$ cat config.mk
export PLATFORM = sky130hd
export DESIGN_NAME = std_sram_singleport_arbiter_flat
export DESIGN_NICKNAME = d
export VERILOG_FILES = /design/src/rtl/std_sram_singleport_arbiter_pkg.sv /design/src/rtl/std_sram_singleport_arbiter_if.sv /design/src/rtl/std_sram_singleport_arbiter_resp_slot.sv /design/src/rtl/std_sram_singleport_arbiter.sv /design/src/flat_wrapper.sv
export SDC_FILE = /design/constraint.sdc
export NUM_CORES = 1
export LEC_CHECK = 0
export BUFFER_PORTS_ARGS = -buffer_cell sky130_fd_sc_hd__buf_2
export CAP_MARGIN = 10
export CORE_AREA = 2 2 39 41
export CTS_BUF_LIST = sky130_fd_sc_hd__clkbuf_8 sky130_fd_sc_hd__clkbuf_16
export CTS_CLUSTER_SIZE = 30
export DETAILED_ROUTE_END_ITERATION = 16
export DIE_AREA = 0 0 41 43
export SYNTH_ARGS = -nofsm -noshare
export SYNTH_HDL_FRONTEND = slang
export SYNTH_HIERARCHICAL = 1
export SYNTH_SLANG_ARGS = --single-unit
$ cat constraint.sdc
create_clock -name clk -period 1.2 [get_ports clk]
set_input_delay 0.24 -clock clk [delete_from_list [all_inputs] [get_ports clk]]
set_output_delay 0.24 -clock clk [all_outputs]
set_load 0.02 [all_outputs]
$ cat src/rtl/std_sram_singleport_arbiter_pkg.sv
// -----------------------------------------------------------------------------
// std_sram_singleport_arbiter_pkg
//   Shared definitions for the two-port single-port-SRAM arbiter.
//   - arb_port_e  : requester index, also used as the round-robin priority
//   - PRIO_RESET  : priority value after reset (port 0 wins the first tie)
//   - other_port(): the port that gets priority after the given one is granted
// -----------------------------------------------------------------------------
package std_sram_singleport_arbiter_pkg;

    typedef enum logic {
        ARB_PORT0 = 1'b0,
        ARB_PORT1 = 1'b1
    } arb_port_e;

    localparam arb_port_e PRIO_RESET = ARB_PORT0;

    function automatic arb_port_e other_port(input arb_port_e p);
        return (p == ARB_PORT0) ? ARB_PORT1 : ARB_PORT0;
    endfunction

endpackage

$ cat src/rtl/std_sram_singleport_arbiter_if.sv
// -----------------------------------------------------------------------------
// std_sram_singleport_arbiter_if
//   One requester's view of the arbiter: a valid/ready request channel
//   (read or write) plus a buffered read-response channel with backpressure.
//   Modports:
//     master : the requesting agent (drives requests, consumes responses)
//     slave  : the arbiter (accepts requests, presents responses)
//   Signals:
//     req_valid  / req_ready   request handshake (ready = grant this cycle)
//     req_we                   1 = write, 0 = read
//     req_addr   / req_din     request address and write data
//     resp_valid / resp_ready  read-response handshake
//     resp_dout                read data
// -----------------------------------------------------------------------------
interface std_sram_singleport_arbiter_if #(
    parameter int ADDR_WIDTH = 1,
    parameter int DATA_WIDTH = 1
) ();

    logic                  req_valid;
    logic                  req_ready;
    logic                  req_we;
    logic [ADDR_WIDTH-1:0] req_addr;
    logic [DATA_WIDTH-1:0] req_din;
    logic                  resp_valid;
    logic                  resp_ready;
    logic [DATA_WIDTH-1:0] resp_dout;

    modport master (
        output req_valid, req_we, req_addr, req_din, resp_ready,
        input  req_ready, resp_valid, resp_dout
    );

    modport slave (
        input  req_valid, req_we, req_addr, req_din, resp_ready,
        output req_ready, resp_valid, resp_dout
    );

endinterface

$ cat src/rtl/std_sram_singleport_arbiter_resp_slot.sv
// -----------------------------------------------------------------------------
// std_sram_singleport_arbiter_resp_slot
//   Per-port read tracking: remembers a read that is in flight in the SRAM,
//   captures its data the cycle after the grant, and holds it until the
//   consumer takes it.  Also reports whether a new read may be granted.
//   Ports:
//     clk, reset   clock, asynchronous active-high reset
//     read_grant   a read for this port is granted this cycle
//     sram_dout    SRAM read data (valid the cycle after read_grant)
//     resp_ready   consumer accepts resp data this cycle
//     rd_elig      a new read can be granted this cycle
//     resp_valid   resp_dout holds unconsumed read data
//     resp_dout    buffered read data
// -----------------------------------------------------------------------------
module std_sram_singleport_arbiter_resp_slot #(
    parameter int DATA_WIDTH = 1
) (
    input  logic                  clk,
    input  logic                  reset,
    input  logic                  read_grant,
    input  logic [DATA_WIDTH-1:0] sram_dout,
    input  logic                  resp_ready,
    output logic                  rd_elig,
    output logic                  resp_valid,
    output logic [DATA_WIDTH-1:0] resp_dout
);

    logic                  inflight_q,   inflight_d;
    logic                  resp_valid_q, resp_valid_d;
    logic [DATA_WIDTH-1:0] resp_dout_q,  resp_dout_d;

    // A read may start only if nothing is in flight and the buffer will be
    // free by the time the data lands (empty now, or drained this cycle).
    assign rd_elig    = ~inflight_q & (~resp_valid_q | resp_ready);
    assign resp_valid = resp_valid_q;
    assign resp_dout  = resp_dout_q;

    always_comb begin
        // NOTE: every always_comb output gets a default first so no path
        // leaves it unassigned, which would otherwise infer a latch.
        inflight_d   = read_grant;
        resp_valid_d = resp_valid_q;
        resp_dout_d  = resp_dout_q;

        if (resp_valid_q && resp_ready) begin
            resp_valid_d = 1'b0;
        end

        // The SRAM data is valid during the in-flight cycle; loading it takes
        // precedence over a pop in the same cycle.
        if (inflight_q) begin
            resp_valid_d = 1'b1;
            resp_dout_d  = sram_dout;
        end
    end

    // NOTE: sequential state uses non-blocking assignments so every flop
    // samples the pre-edge values, independent of statement order.
    always_ff @(posedge clk or posedge reset) begin
        if (reset) begin
            inflight_q   <= 1'b0;
            resp_valid_q <= 1'b0;
            resp_dout_q  <= '0;
        end else begin
            inflight_q   <= inflight_d;
            resp_valid_q <= resp_valid_d;
            resp_dout_q  <= resp_dout_d;
        end
    end

endmodule

$ cat src/rtl/std_sram_singleport_arbiter.sv
// -----------------------------------------------------------------------------
// std_sram_singleport_arbiter
//   Lets two pipeline agents share one synchronous single-port SRAM
//   (dout valid the cycle after en & ~we).  Each cycle at most one request is
//   granted, round-robin on contention; reads return through a buffered
//   response channel per port.
//   Ports:
//     clk, reset       clock, asynchronous active-high reset
//     port0, port1     requester channels (slave modport)
//     sram_en/we       SRAM enable / write enable
//     sram_addr/din    SRAM address / write data (0 when idle)
//     sram_dout        SRAM read data
// -----------------------------------------------------------------------------
module std_sram_singleport_arbiter
    import std_sram_singleport_arbiter_pkg::*;
#(
    parameter int ADDR_WIDTH = 1,
    parameter int DATA_WIDTH = 1
) (
    input  logic                          clk,
    input  logic                          reset,
    std_sram_singleport_arbiter_if.slave  port0,
    std_sram_singleport_arbiter_if.slave  port1,
    output logic                          sram_en,
    output logic                          sram_we,
    output logic [ADDR_WIDTH-1:0]         sram_addr,
    output logic [DATA_WIDTH-1:0]         sram_din,
    input  logic [DATA_WIDTH-1:0]         sram_dout
);

    arb_port_e  prio_q, prio_d;
    logic [1:0] rd_elig;
    logic [1:0] elig;
    logic [1:0] grant;

    // Writes never wait on the response path; reads need a free slot.
    assign elig[0] = port0.req_valid & (port0.req_we | rd_elig[0]);
    assign elig[1] = port1.req_valid & (port1.req_we | rd_elig[1]);

    assign port0.req_ready = grant[0];
    assign port1.req_ready = grant[1];

    always_comb begin
        grant  = elig;
        prio_d = prio_q;

        if (elig[0] && elig[1]) begin
            grant = (prio_q == ARB_PORT0) ? 2'b01 : 2'b10;
        end

        if (grant[0]) begin
            prio_d = other_port(ARB_PORT0);
        end else if (grant[1]) begin
            prio_d = other_port(ARB_PORT1);
        end
    end

    always_comb begin
        sram_en   = |grant;
        sram_we   = 1'b0;
        sram_addr = '0;
        sram_din  = '0;

        if (grant[0]) begin
            sram_we   = port0.req_we;
            sram_addr = port0.req_addr;
            sram_din  = port0.req_din;
        end else if (grant[1]) begin
            sram_we   = port1.req_we;
            sram_addr = port1.req_addr;
            sram_din  = port1.req_din;
        end
    end

    always_ff @(posedge clk or posedge reset) begin
        if (reset) begin
            prio_q <= PRIO_RESET;
        end else begin
            prio_q <= prio_d;
        end
    end

    std_sram_singleport_arbiter_resp_slot #(
        .DATA_WIDTH (DATA_WIDTH)
    ) u_slot0 (
        .clk        (clk),
        .reset      (reset),
        .read_grant (grant[0] & ~port0.req_we),
        .sram_dout  (sram_dout),
        .resp_ready (port0.resp_ready),
        .rd_elig    (rd_elig[0]),
        .resp_valid (port0.resp_valid),
        .resp_dout  (port0.resp_dout)
    );

    std_sram_singleport_arbiter_resp_slot #(
        .DATA_WIDTH (DATA_WIDTH)
    ) u_slot1 (
        .clk        (clk),
        .reset      (reset),
        .read_grant (grant[1] & ~port1.req_we),
        .sram_dout  (sram_dout),
        .resp_ready (port1.resp_ready),
        .rd_elig    (rd_elig[1]),
        .resp_valid (port1.resp_valid),
        .resp_dout  (port1.resp_dout)
    );

endmodule

$ cat src/flat_wrapper.sv
// flat-port wrapper written by rule: the top's interface ports become plain ports
module std_sram_singleport_arbiter_flat import std_sram_singleport_arbiter_pkg::*;
#(
    parameter int ADDR_WIDTH = 1,
    parameter int DATA_WIDTH = 1
)
  (clk, reset, sram_en, sram_we, sram_addr, sram_din, sram_dout, port0_req_valid, port0_req_we, port0_req_addr, port0_req_din, port0_resp_ready, port0_req_ready, port0_resp_valid, port0_resp_dout, port1_req_valid, port1_req_we, port1_req_addr, port1_req_din, port1_resp_ready, port1_req_ready, port1_resp_valid, port1_resp_dout);
  std_sram_singleport_arbiter_if #(.ADDR_WIDTH(ADDR_WIDTH), .DATA_WIDTH(DATA_WIDTH)) port0_i ();
  std_sram_singleport_arbiter_if #(.ADDR_WIDTH(ADDR_WIDTH), .DATA_WIDTH(DATA_WIDTH)) port1_i ();
  input  logic clk;
  input  logic reset;
  output logic sram_en;
  output logic sram_we;
  output logic [ADDR_WIDTH-1:0] sram_addr;
  output logic [DATA_WIDTH-1:0] sram_din;
  input  logic [DATA_WIDTH-1:0] sram_dout;
  input wire logic [$bits(port0_i.req_valid)-1:0] port0_req_valid;
  input wire logic [$bits(port0_i.req_we)-1:0] port0_req_we;
  input wire logic [$bits(port0_i.req_addr)-1:0] port0_req_addr;
  input wire logic [$bits(port0_i.req_din)-1:0] port0_req_din;
  input wire logic [$bits(port0_i.resp_ready)-1:0] port0_resp_ready;
  output wire logic [$bits(port0_i.req_ready)-1:0] port0_req_ready;
  output wire logic [$bits(port0_i.resp_valid)-1:0] port0_resp_valid;
  output wire logic [$bits(port0_i.resp_dout)-1:0] port0_resp_dout;
  input wire logic [$bits(port1_i.req_valid)-1:0] port1_req_valid;
  input wire logic [$bits(port1_i.req_we)-1:0] port1_req_we;
  input wire logic [$bits(port1_i.req_addr)-1:0] port1_req_addr;
  input wire logic [$bits(port1_i.req_din)-1:0] port1_req_din;
  input wire logic [$bits(port1_i.resp_ready)-1:0] port1_resp_ready;
  output wire logic [$bits(port1_i.req_ready)-1:0] port1_req_ready;
  output wire logic [$bits(port1_i.resp_valid)-1:0] port1_resp_valid;
  output wire logic [$bits(port1_i.resp_dout)-1:0] port1_resp_dout;
  assign port0_i.req_valid = port0_req_valid;
  assign port0_i.req_we = port0_req_we;
  assign port0_i.req_addr = port0_req_addr;
  assign port0_i.req_din = port0_req_din;
  assign port0_i.resp_ready = port0_resp_ready;
  assign port0_req_ready = port0_i.req_ready;
  assign port0_resp_valid = port0_i.resp_valid;
  assign port0_resp_dout = port0_i.resp_dout;
  assign port1_i.req_valid = port1_req_valid;
  assign port1_i.req_we = port1_req_we;
  assign port1_i.req_addr = port1_req_addr;
  assign port1_i.req_din = port1_req_din;
  assign port1_i.resp_ready = port1_resp_ready;
  assign port1_req_ready = port1_i.req_ready;
  assign port1_resp_valid = port1_i.resp_valid;
  assign port1_resp_dout = port1_i.resp_dout;
  std_sram_singleport_arbiter #(.ADDR_WIDTH(ADDR_WIDTH), .DATA_WIDTH(DATA_WIDTH)) u_core (.clk(clk), .reset(reset), .port0(port0_i), .port1(port1_i), .sram_en(sram_en), .sram_we(sram_we), .sram_addr(sram_addr), .sram_din(sram_din), .sram_dout(sram_dout));
endmodule
==> metrics.cfg, run 1 <==
[yosys]
yosys-top-cells-count=dfrtp_1, inv_1, a21oi_1, nand2_1
yosys_warnings=6
synth_enable_flop_cells=0
yosys.area.top_type=dfrtp_1
async_flop_share_pct=100
synth.area.top_cells=dfrtp_1, mux2_4, o21a_4
synth_top_area_share_pct=44.6
syn-num-nets=48
ys.flop_type=dfrtp_1
synthDistinctLibCells=15
syn_area_um2=393
synth_area_per_cell_um2=11.2
ys_seq_area_share_pct=44.6
synth_cells=35
synth_seq_cells=7
yosysMostFrequentCell=dfrtp_1

[clocking]
cts.sinks=7
cts_tree=yes
insertion_delay_ns=0.23
ctsRootBufferMaster=clkbuf_8
cts.clk_slew.worst_paths_ns=0.04
cts-buffers-inserted=3
cts_buffer_depth=2
cts_max_level=1

[layout]
diodes=0
fin_util_pct=58.9
layout-drive-gt1-share_pct=74.4
multi_input_area_um2=265
syn_to_final_growth_pct=107
seqCellArea_um2=178
nets=92
fill_cells=125

[floorplan]
core_mm2=0.00138
die_w_um=41
die_h_um=43
initial_core_util_pct=28.4
num_rows=14
die-area_mm2=0.00176
ioPinCount=23

[grt]
grt_pass1_wl_um=1700
grt_max_degree=6
grt_pass1_vias=441
gr-usage-all-layers_pct=15.2
grt_overflow=0
antenna_found_initial=0

[timing]
rsz0062_at_grt=yes
tns_ns=-2.57
setup_viol=8
fmaxAchievable_mhz=592
fin_hold_ws_ns=0.270
slew_headroom_pct=82.4
finalMaxSlewViolations=0
worst_slew_pin_slew_ns=0.264
fin_crit_ns=1.69
period_share_pct=141
fin_ws_ns=-0.490
finalClockSkew_ns=0.00540
hold_violations=0

[critical_path]
slowest_stage=dfrtp_2
path_cells=a21oi_4 -> o21ai_4 -> o21a_4 -> a22o_4 -> buf_6
worstReg2RegEnd=u_core/u_slot0/inflight_q$_DFF_PP0_
worst_setup_path_start_kind=flop
slowest_delay_ns=0.41
reg2reg_depth=6
cp.depth=5
reg2reg_setup_slack_ns=-0.08
worstPathArrival_ns=1.45
cp_num_buf_inv=1
end_kind=output port
r2r-start=u_core/u_slot1/resp_valid$_DFFE_PP0P_
cp_top_family=compound AO/OA/AOI/OAI gates
required_ns=0.96
critPathKind=flop to output port
endpoint=sram_addr
cp-startpoint=u_core/u_slot0/resp_valid$_DFFE_PP0P_
critPathMaxFanout=3

[placement]
dpl.hpwl_um=837
gp_congestion=0.714
port_buffers=22

[route]
drc=0
dr.first_iter.drc_count=2
antenna_left=0
drt_wl_total_um=1120
drtPass1Iterations=2
wl_per_cell_um=11.9
via_count=429
viasPerCell=4.56

[pwr]
p_leak_nw=0.430
power_density_mw_per_mm2=1290
ir_worst_vdd_mv=0.905

[hold_path]
hold_path.class=input pin to flop
hp-start=sram_dout

[outcome]
violations=negative setup slack
status=complete, but fails checks

[flow_run]
drv_cap=0

flip-flops by register name, summed over array words and instances (netlist names):
signal and flops:
u_core/u_slot0/resp_valid 1, u_core/u_slot0/resp_dout 1, u_core/u_slot1/resp_dout 1, u_core/u_slot1/resp_valid 1
u_core/prio_q 1, u_core/u_slot0/inflight_q 1, u_core/u_slot1/inflight_q 1
layout by cell type, fill, tap and decap left out, drive strengths merged:
| master | n |
|---|---|
| a211oi | 1 |
| a21o | 2 |
| a21oi | 4 |
| a22o | 2 |
| and2b | 2 |
| and4b | 1 |
| buf | 38 |
| clkbuf | 3 |
| dfrtp | 7 |
| dlygate4sd3 | 1 |
| inv | 6 |
| mux2 | 2 |
| mux2i | 1 |
| nand2 | 3 |
| o21a | 2 |
| o21ai | 3 |
cells by family after synthesis:
| group | share of synthesized area (%) |
|---|---|
| AOI/OAI and AO/OA | 31.2 |
| DFF | 44.6 |
| and+or+nand+nor | 9.23 |
| buffers and inverters | 4.78 |
| muxes | 10.2 |
power by group:
group,total [mW],switching (mW),internal [mW]
Combinational,0.414,0.184,0.230
Sequential,0.312,0.0372,0.275
Clock,0.323,0.102,0.221
Total,1.05,0.324,0.726
timing repair:
item                                    in CTS  in global routing
gates resized for setup                     12                  9
buffers inserted                             5                  2
pin swaps                                    1                  3
endpoints found under the setup margin       7                  9
hold buffers                                 1                  0
hold endpoints to repair                     7                  0
per-layer routing:
metal	part of all wire, %	track usage (%)	routed length (um)
met5	0	0	0
met4	1.5	8.00	17
met3	8.3	8.38	93
met2	54	23.8	600
met1	36	15.2	407
worst min-delay path by stage:
stage,end,cells after the start
after floorplan,u_core/prio_q$_DFFE_PP0P_,1
final,u_core/u_slot0/resp_dout$_DFFE_PP0P_,2
after global routing,u_core/u_slot0/resp_dout$_DFFE_PP0P_,2
after CTS,u_core/u_slot0/resp_dout$_DFFE_PP0P_,2
after global placement,u_core/prio_q$_DFFE_PP0P_,2
after detailed placement,u_core/prio_q$_DFFE_PP0P_,2
metrics by stage:
stage	setup slack [ns]	total power [mW]	instance area [um2]	std cells
after floorplan	-0.231	0.502	433	35
after global placement	-0.274	0.628	638	83
after detailed placement	-0.290	0.637	638	83
after CTS	-0.536	1.03	766	92
after global routing	-0.537	1.11	815	94
final	-0.490	1.05	815	94
area by class of cell:
class / instances / share of cell area, %
clock buffers: 3 / 5.07
clock inverters: 1 / 0.461
inverters: 5 / 2.30
multi-input cells: 23 / 32.6
flip-flops and latches: 7 / 21.8
well taps: 16 / 2.46
repair buffers: 39 / 35.3
Note: power is estimated with default switching activity, not from simulation.
==> run 2: changes to the inputs <==
--- a/config.mk
+++ b/config.mk
@@ -12,6 +12,7 @@
 export CTS_CLUSTER_SIZE = 30
 export DETAILED_ROUTE_END_ITERATION = 16
 export DIE_AREA = 0 0 41 43
+export REMOVE_ABC_BUFFERS = 1
 export SYNTH_ARGS = -nofsm -noshare
 export SYNTH_HDL_FRONTEND = slang
 export SYNTH_HIERARCHICAL = 1
==> run 2 against run 1 <==
  * The flow still finishes with violations (negative setup slack)
  * Critical endpoint is now sram_din
  * Clock power grew 3%
  * Sequential share of layout area is 1.9 points higher
  * Worst setup slack gained 0.049 ns
  * Combinational power decreased by 11%
  * Total power fell by 4.1%
  * Largest cell class unchanged
  * Clock skew down 0.0038 ns
  * Largest power group unchanged
  * Utilization down 5.4 points
  * Hold slack better by 0.0060 ns
==> metrics.cfg, run 2 (synthesized netlist as in run 1, its figures left out) <==
[outcome]
status=complete, but fails checks
violations=negative setup slack

[floorplan]
die_h_um=43  ; unchanged
initial_core_util_pct=28.4  ; unchanged
core_mm2=0.00138  ; unchanged
num_rows=14  ; unchanged
die_w_um=41  ; unchanged
die-area_mm2=0.00176  ; unchanged
ioPinCount=23  ; unchanged

[flow_run]
drv_cap=0  ; unchanged

[critical_path]
endpoint=sram_din
worstReg2RegEnd=u_core/u_slot1/inflight_q$_DFF_PP0_
cp-startpoint=u_core/u_slot0/resp_valid$_DFFE_PP0P_
required_ns=0.96  ; about the same
worst_setup_path_start_kind=flop
critPathKind=flop to output port
critPathMaxFanout=3  ; unchanged
reg2reg_depth=6  ; unchanged
end_kind=output port
r2r-start=u_core/u_slot0/resp_valid$_DFFE_PP0P_
worstPathArrival_ns=1.40  ; -0.05 ns
reg2reg_setup_slack_ns=-0.16  ; -0.08 ns

[pwr]
p_sw_share_pct=30.6  ; -0.25 points
clockPowerShare_pct=33.2  ; +2.4 points
comb_power_share_pct=36.5  ; -2.9 points
p_int_uw=699  ; -3.8%
p_sw_uw=308  ; -4.9%
seqPwrFrac_pct=30.3  ; +0.5 points
power_density_mw_per_mm2=1360  ; +5.6%
p_leak_nw=0.401  ; -6.8%
ir_worst_vdd_mv=0.618  ; -32%

[grt]
grt_pass1_wl_um=1440  ; -16%
gr-usage-all-layers_pct=11.8  ; -3.4 points
antenna_found_initial=0  ; unchanged
grt_pass1_vias=403  ; -8.6%
grt_overflow=0  ; unchanged
grt_max_degree=6  ; unchanged

[route]
antenna_left=0  ; unchanged
dr.first_iter.drc_count=3  ; +1
viasPerCell=4.63  ; +1.4%
drtPass1Iterations=3  ; +1
drt_wl_total_um=1040  ; -7.2%
via_count=421  ; -1.9%
wl_per_cell_um=11.4  ; -4.1%
drc=0  ; unchanged

[timing]
period_share_pct=137  ; -4.1 points
rsz0062_at_grt=yes
fin_crit_ns=1.64  ; -0.0491 ns
worst_slew_pin_slew_ns=0.257  ; -0.00732 ns
fmaxAchievable_mhz=609  ; +3.0%
fin_hold_ws_ns=0.276  ; +0.00597 ns
finalMaxSlewViolations=0  ; unchanged
hold_violations=0  ; unchanged
finalClockSkew_ns=0.00158  ; -0.00382 ns
setup_viol=9  ; +1
slew_headroom_pct=82.9  ; +0.49 points
fin_ws_ns=-0.441  ; +0.0491 ns

[layout]
diodes=0  ; unchanged
layout.cells.most_common_list=buf_2, buf_4, dfrtp_1, buf_6, inv_1
nets=89  ; -3.3%
syn_to_final_growth_pct=88.2
mostFrequentLayoutCell=buf_2
layout-drive-gt1-share_pct=66.7  ; -7.7 points
fill_cells=127  ; +1.6%

[placement]
gp_congestion=0.689  ; -3.5%
port_buffers=22  ; unchanged
preCtsSetupSlack_ns=-0.319  ; -0.0292 ns
dpl.hpwl_um=697  ; -17%

[clocking]
cts-buffers-inserted=3  ; unchanged
cts.clk_slew.worst_paths_ns=0.04  ; about the same
cts_max_level=1  ; unchanged
insertion_delay_ns=0.23  ; about the same
cts.sinks=7  ; unchanged
ctsRootBufferMaster=clkbuf_8
cts_tree=yes
cts_buffer_depth=2  ; unchanged

[hold_path]
hold_path.class=input pin to flop

run 2: cell count changes in the layout (fill, tap and decap cells not counted), sizes merged:
cell / delta
buf: -3
inv: -1
clkinv: +1
run 2: worst min path at each step:
stage | to | slack (ns) | depth (start not counted) | from
detailed placement | u_core/prio_q$_DFFE_PP0P_ | 0.1 | 2 | reset
CTS | u_core/u_slot0/resp_dout$_DFFE_PP0P_ | 0.27 | 2 | sram_dout
finish | u_core/u_slot0/resp_dout$_DFFE_PP0P_ | 0.28 | 2 | sram_dout
global placement | u_core/prio_q$_DFFE_PP0P_ | 0.1 | 2 | reset
global route | u_core/u_slot0/resp_dout$_DFFE_PP0P_ | 0.27 | 2 | sram_dout
floorplan | u_core/prio_q$_DFFE_PP0P_ | -0.03 | 1 | reset
run 2: area by class of cell:
type	count	area [um2]	share of cell area, %
timing repair buffer	36	255	34.5
multi-input combinational	23	224	30.3
sequential	7	175	23.7
clock buffer	3	41.3	5.58
tap	16	20.0	2.71
inverter	5	18.8	2.54
clock inverter	1	5.00	0.677
run 2: stage by stage:
| stage | utilization (%) | instance area [um2] | std cells | TNS, ns | total power, mW |
|---|---|---|---|---|---|
| 3_5_place_dp | 42.1 | 583 | 81 | -1.49 | 0.595 |
| 2_1_floorplan | - | 393 | 35 | -1.52 | 0.474 |
| 5_1_grt | 53.4 | 739 | 91 | -2.96 | 1.06 |
| 6_report | 53.4 | 739 | 91 | -2.45 | 1.01 |
| 4_1_cts | 51.2 | 708 | 90 | -2.57 | 0.991 |
| 3_3_place_gp | 42.1 | 583 | 81 | -1.33 | 0.592 |
run 2: worst max-delay path, stage by stage (launching register included):
cell and delay (ns):
dfrtp_1 0.40, a21oi_4 0.17, o21ai_4 0.09, o21a_4 0.20
a22o_1 0.19, buf_6 0.13
run 2: routing by layer:
layer  global-route usage, %  wire length [um]  vias to the layer above
li1                        -                 -                      202
met1                    13.0               432                      197
met2                    20.3               515                       20
met3                    3.14                78                        2
met4                    4.00                11                        0
met5                       0                 0                        -
run 2: what timing repair did:
item / CTS / global route
setup endpoints to repair: 8 / 8
setup buffers: 4 / 1
pin swaps: 3 / 6
hold buffers: 1 / 0
resized for setup: 11 / 7
endpoints found under the hold margin: 7 / 0
run 2: power by group through the flow:
stage                     Clock [mW]  Sequential [mW]  Combinational (mW)
after detailed placement           0            0.305               0.290
after floorplan                    0            0.337               0.137
after CTS                      0.346            0.303               0.342
after global routing           0.355            0.312               0.392
final                          0.334            0.305               0.367
after global placement             0            0.304               0.289
==> run 3: changes to the inputs <==
--- a/config.mk
+++ b/config.mk
@@ -5,7 +5,7 @@
 export SDC_FILE = /design/constraint.sdc
 export NUM_CORES = 1
 export LEC_CHECK = 0
-export BUFFER_PORTS_ARGS = -buffer_cell sky130_fd_sc_hd__buf_2
+export BUFFER_PORTS_ARGS = -buffer_cell sky130_fd_sc_hd__clkbuf_2
 export CAP_MARGIN = 10
 export CORE_AREA = 2 2 39 41
 export CTS_BUF_LIST = sky130_fd_sc_hd__clkbuf_8 sky130_fd_sc_hd__clkbuf_16
==> run 3 against run 2 <==
  * The flow still finishes with violations (negative setup slack)
  * Sequential share of layout area increased by 0.28 points
  * Total power is 1.9% lower
  * Sequential power is essentially flat
  * Critical endpoint unchanged
  * Non-clock buffer count fell by 1
  * Largest power group unchanged
  * Maximum frequency fell by 1.1%
  * Register-to-register slack improved by 0.17 ns
==> metrics.cfg, run 3 (synthesized netlist as in run 1, its figures left out) <==
[timing]
hold_violations=0  ; unchanged
tns_ns=-2.16  ; +0.287 ns
finalMaxSlewViolations=0  ; unchanged
slew_headroom_pct=84.4  ; +1.6 points
worst_slew_pin_slew_ns=0.233  ; -0.0234 ns
setup_viol=6  ; -3
finalClockSkew_ns=0.000765  ; -0.000816 ns
period_share_pct=138  ; +1.5 points
rsz0062_at_grt=yes
fin_crit_ns=1.66  ; +0.0175 ns
fin_hold_ws_ns=0.277  ; +0.000758 ns
fin_ws_ns=-0.459  ; -0.0175 ns
fmaxAchievable_mhz=603  ; -1.1%

[critical_path]
end_kind=output port
critPathMaxFanout=4  ; +1
slowest_stage=dfrtp_1
worst_setup_path_start_kind=flop
worstPathArrival_ns=1.42  ; +0.02 ns
critPathKind=flop to output port
slowest_delay_ns=0.40  ; about the same
path_cells=a21oi_4 -> o21ai_4 -> o21a_4 -> a22o_1 -> buf_2
required_ns=0.96  ; about the same

[placement]
port_buffers=22  ; unchanged
dpl.hpwl_um=753  ; +8.0%
gp_congestion=0.701  ; +1.6%
dp.cells=82  ; +1.2%
preCtsSetupSlack_ns=-0.341  ; -0.0216 ns

[route]
viasPerCell=4.52  ; -2.3%
drc=0  ; unchanged
via_count=407  ; -3.3%
antenna_left=0  ; unchanged
drtPass1Iterations=4  ; +1
dr.first_iter.drc_count=4  ; +1
wl_per_cell_um=10.7  ; -6.6%
drt_wl_total_um=959  ; -7.6%

[floorplan]
initial_core_util_pct=28.4  ; unchanged
die_h_um=43  ; unchanged
die_w_um=41  ; unchanged
num_rows=14  ; unchanged
ioPinCount=23  ; unchanged
die-area_mm2=0.00176  ; unchanged
core_mm2=0.00138  ; unchanged

[layout]
mostFrequentLayoutCell=clkbuf_2
syn_to_final_growth_pct=86.0
layout.cells.most_common_list=clkbuf_2, buf_4, dfrtp_1, inv_1, clkbuf_8
fill_cells=133  ; +4.7%
diodes=0  ; unchanged
nets=88  ; -1.1%
layout-drive-gt1-share_pct=68.9  ; +2.3 points
multi_input_area_um2=233  ; +3.9%
layout.cells.non_filler=90  ; -1.1%
seqCellArea_um2=175  ; unchanged

[pwr]
power_density_mw_per_mm2=1350  ; -0.69%
p_sw_share_pct=30.4  ; -0.18 points
ir_worst_vdd_mv=0.607  ; -1.8%
p_int_uw=687  ; -1.6%
total_power_uw=988  ; -1.9%
seqPwrFrac_pct=30.9  ; +0.6 points
p_leak_nw=0.398  ; -0.60%
comb_power_share_pct=36.1  ; -0.4 points
clockPowerShare_pct=33.0  ; -0.2 points
p_sw_uw=300  ; -2.4%

[clocking]
cts_max_level=1  ; unchanged
cts_tree=yes
cts-buffers-inserted=3  ; unchanged
cts.clk_slew.worst_paths_ns=0.04  ; about the same
ctsRootBufferMaster=clkbuf_8
insertion_delay_ns=0.22  ; about the same
cts_buffer_depth=2  ; unchanged
cts.sinks=7  ; unchanged

[outcome]
status=complete, but fails checks
violations=negative setup slack

[grt]
grt_pass1_wl_um=1520  ; +5.8%
grt_overflow=0  ; unchanged
grt_max_degree=6  ; unchanged
antenna_found_initial=0  ; unchanged
grt_pass1_vias=389  ; -3.5%
gr-usage-all-layers_pct=12.6  ; +0.84 points

[flow_run]
drv_cap=0  ; unchanged

[hold_path]
hold_path.class=input pin to flop

[run 3: per-layer routing]
layer / up-vias / wire length (um) / share of wire (%) / GRT usage, %
met5: - / 0 / 0 / 0
met4: 0 / 0 / 0 / 2.00
met3: 0 / 88 / 9.2 / 4.71
met2: 20 / 510 / 53 / 20.6
met1: 188 / 360 / 38 / 15.5
li1: 199 / - / - / -
[run 3: power groups by stage]
stage / Combinational [mW] / Clock, mW / Sequential (mW)
detailed placement: 0.304 / 0 / 0.304
finish: 0.357 / 0.326 / 0.305
CTS: 0.341 / 0.338 / 0.303
global route: 0.386 / 0.347 / 0.310
global placement: 0.302 / 0 / 0.302
floorplan: 0.137 / 0 / 0.337
[run 3: cell type report]
cell class | instances | area share [%]
clock inverters | 1 | 0.685
multi-input cells | 23 | 31.8
flip-flops and latches | 7 | 24.0
repair buffers | 35 | 32.5
inverters | 5 | 2.57
well taps | 16 | 2.74
clock buffers | 3 | 5.65
[run 3: repair_timing]
action                                  in CTS  in global routing
hold buffers                                 1                  0
resized for setup                           10                  9
pin swaps                                    3                  0
endpoints found under the setup margin       8                  8
buffers inserted                             2                  1
hold endpoints to repair                     7                  0
[run 3: through the flow]
step           utilization (%)  instance area [um2]
2_1_floorplan                -                  393
3_5_place_dp              42.7                  591
5_1_grt                   52.8                  731
3_3_place_gp              42.7                  591
6_report                  52.8                  731
4_1_cts                   50.9                  704
[run 3: path summary, 6_finish.rpt]
kind                                                   endpoint                                  start  slack, ns  cells past startpoint
max reg2reg                 u_core/u_slot0/inflight_q$_DFF_PP0_  u_core/u_slot1/resp_valid$_DFFE_PP0P_       0.01                      5
min                        u_core/u_slot0/resp_dout$_DFFE_PP0P_                              sram_dout       0.28                      2
max                                                    sram_din  u_core/u_slot0/resp_valid$_DFFE_PP0P_      -0.46                      5
min reg2reg                u_core/u_slot0/resp_dout$_DFFE_PP0P_   u_core/u_slot0/resp_dout$_DFFE_PP0P_       0.50                      1
max in group asynchronous  u_core/u_slot0/resp_dout$_DFFE_PP0P_                                  reset       0.62                      3
min in group asynchronous             u_core/prio_q$_DFFE_PP0P_                                  reset       0.42                      3
[run 3: critical path, delay by kind of cell (launching register included)]
kind                   cells  cell delay [ns]
DFF                        1             0.40
AOI/OAI and AO/OA          4             0.65
buffers and inverters      1             0.16
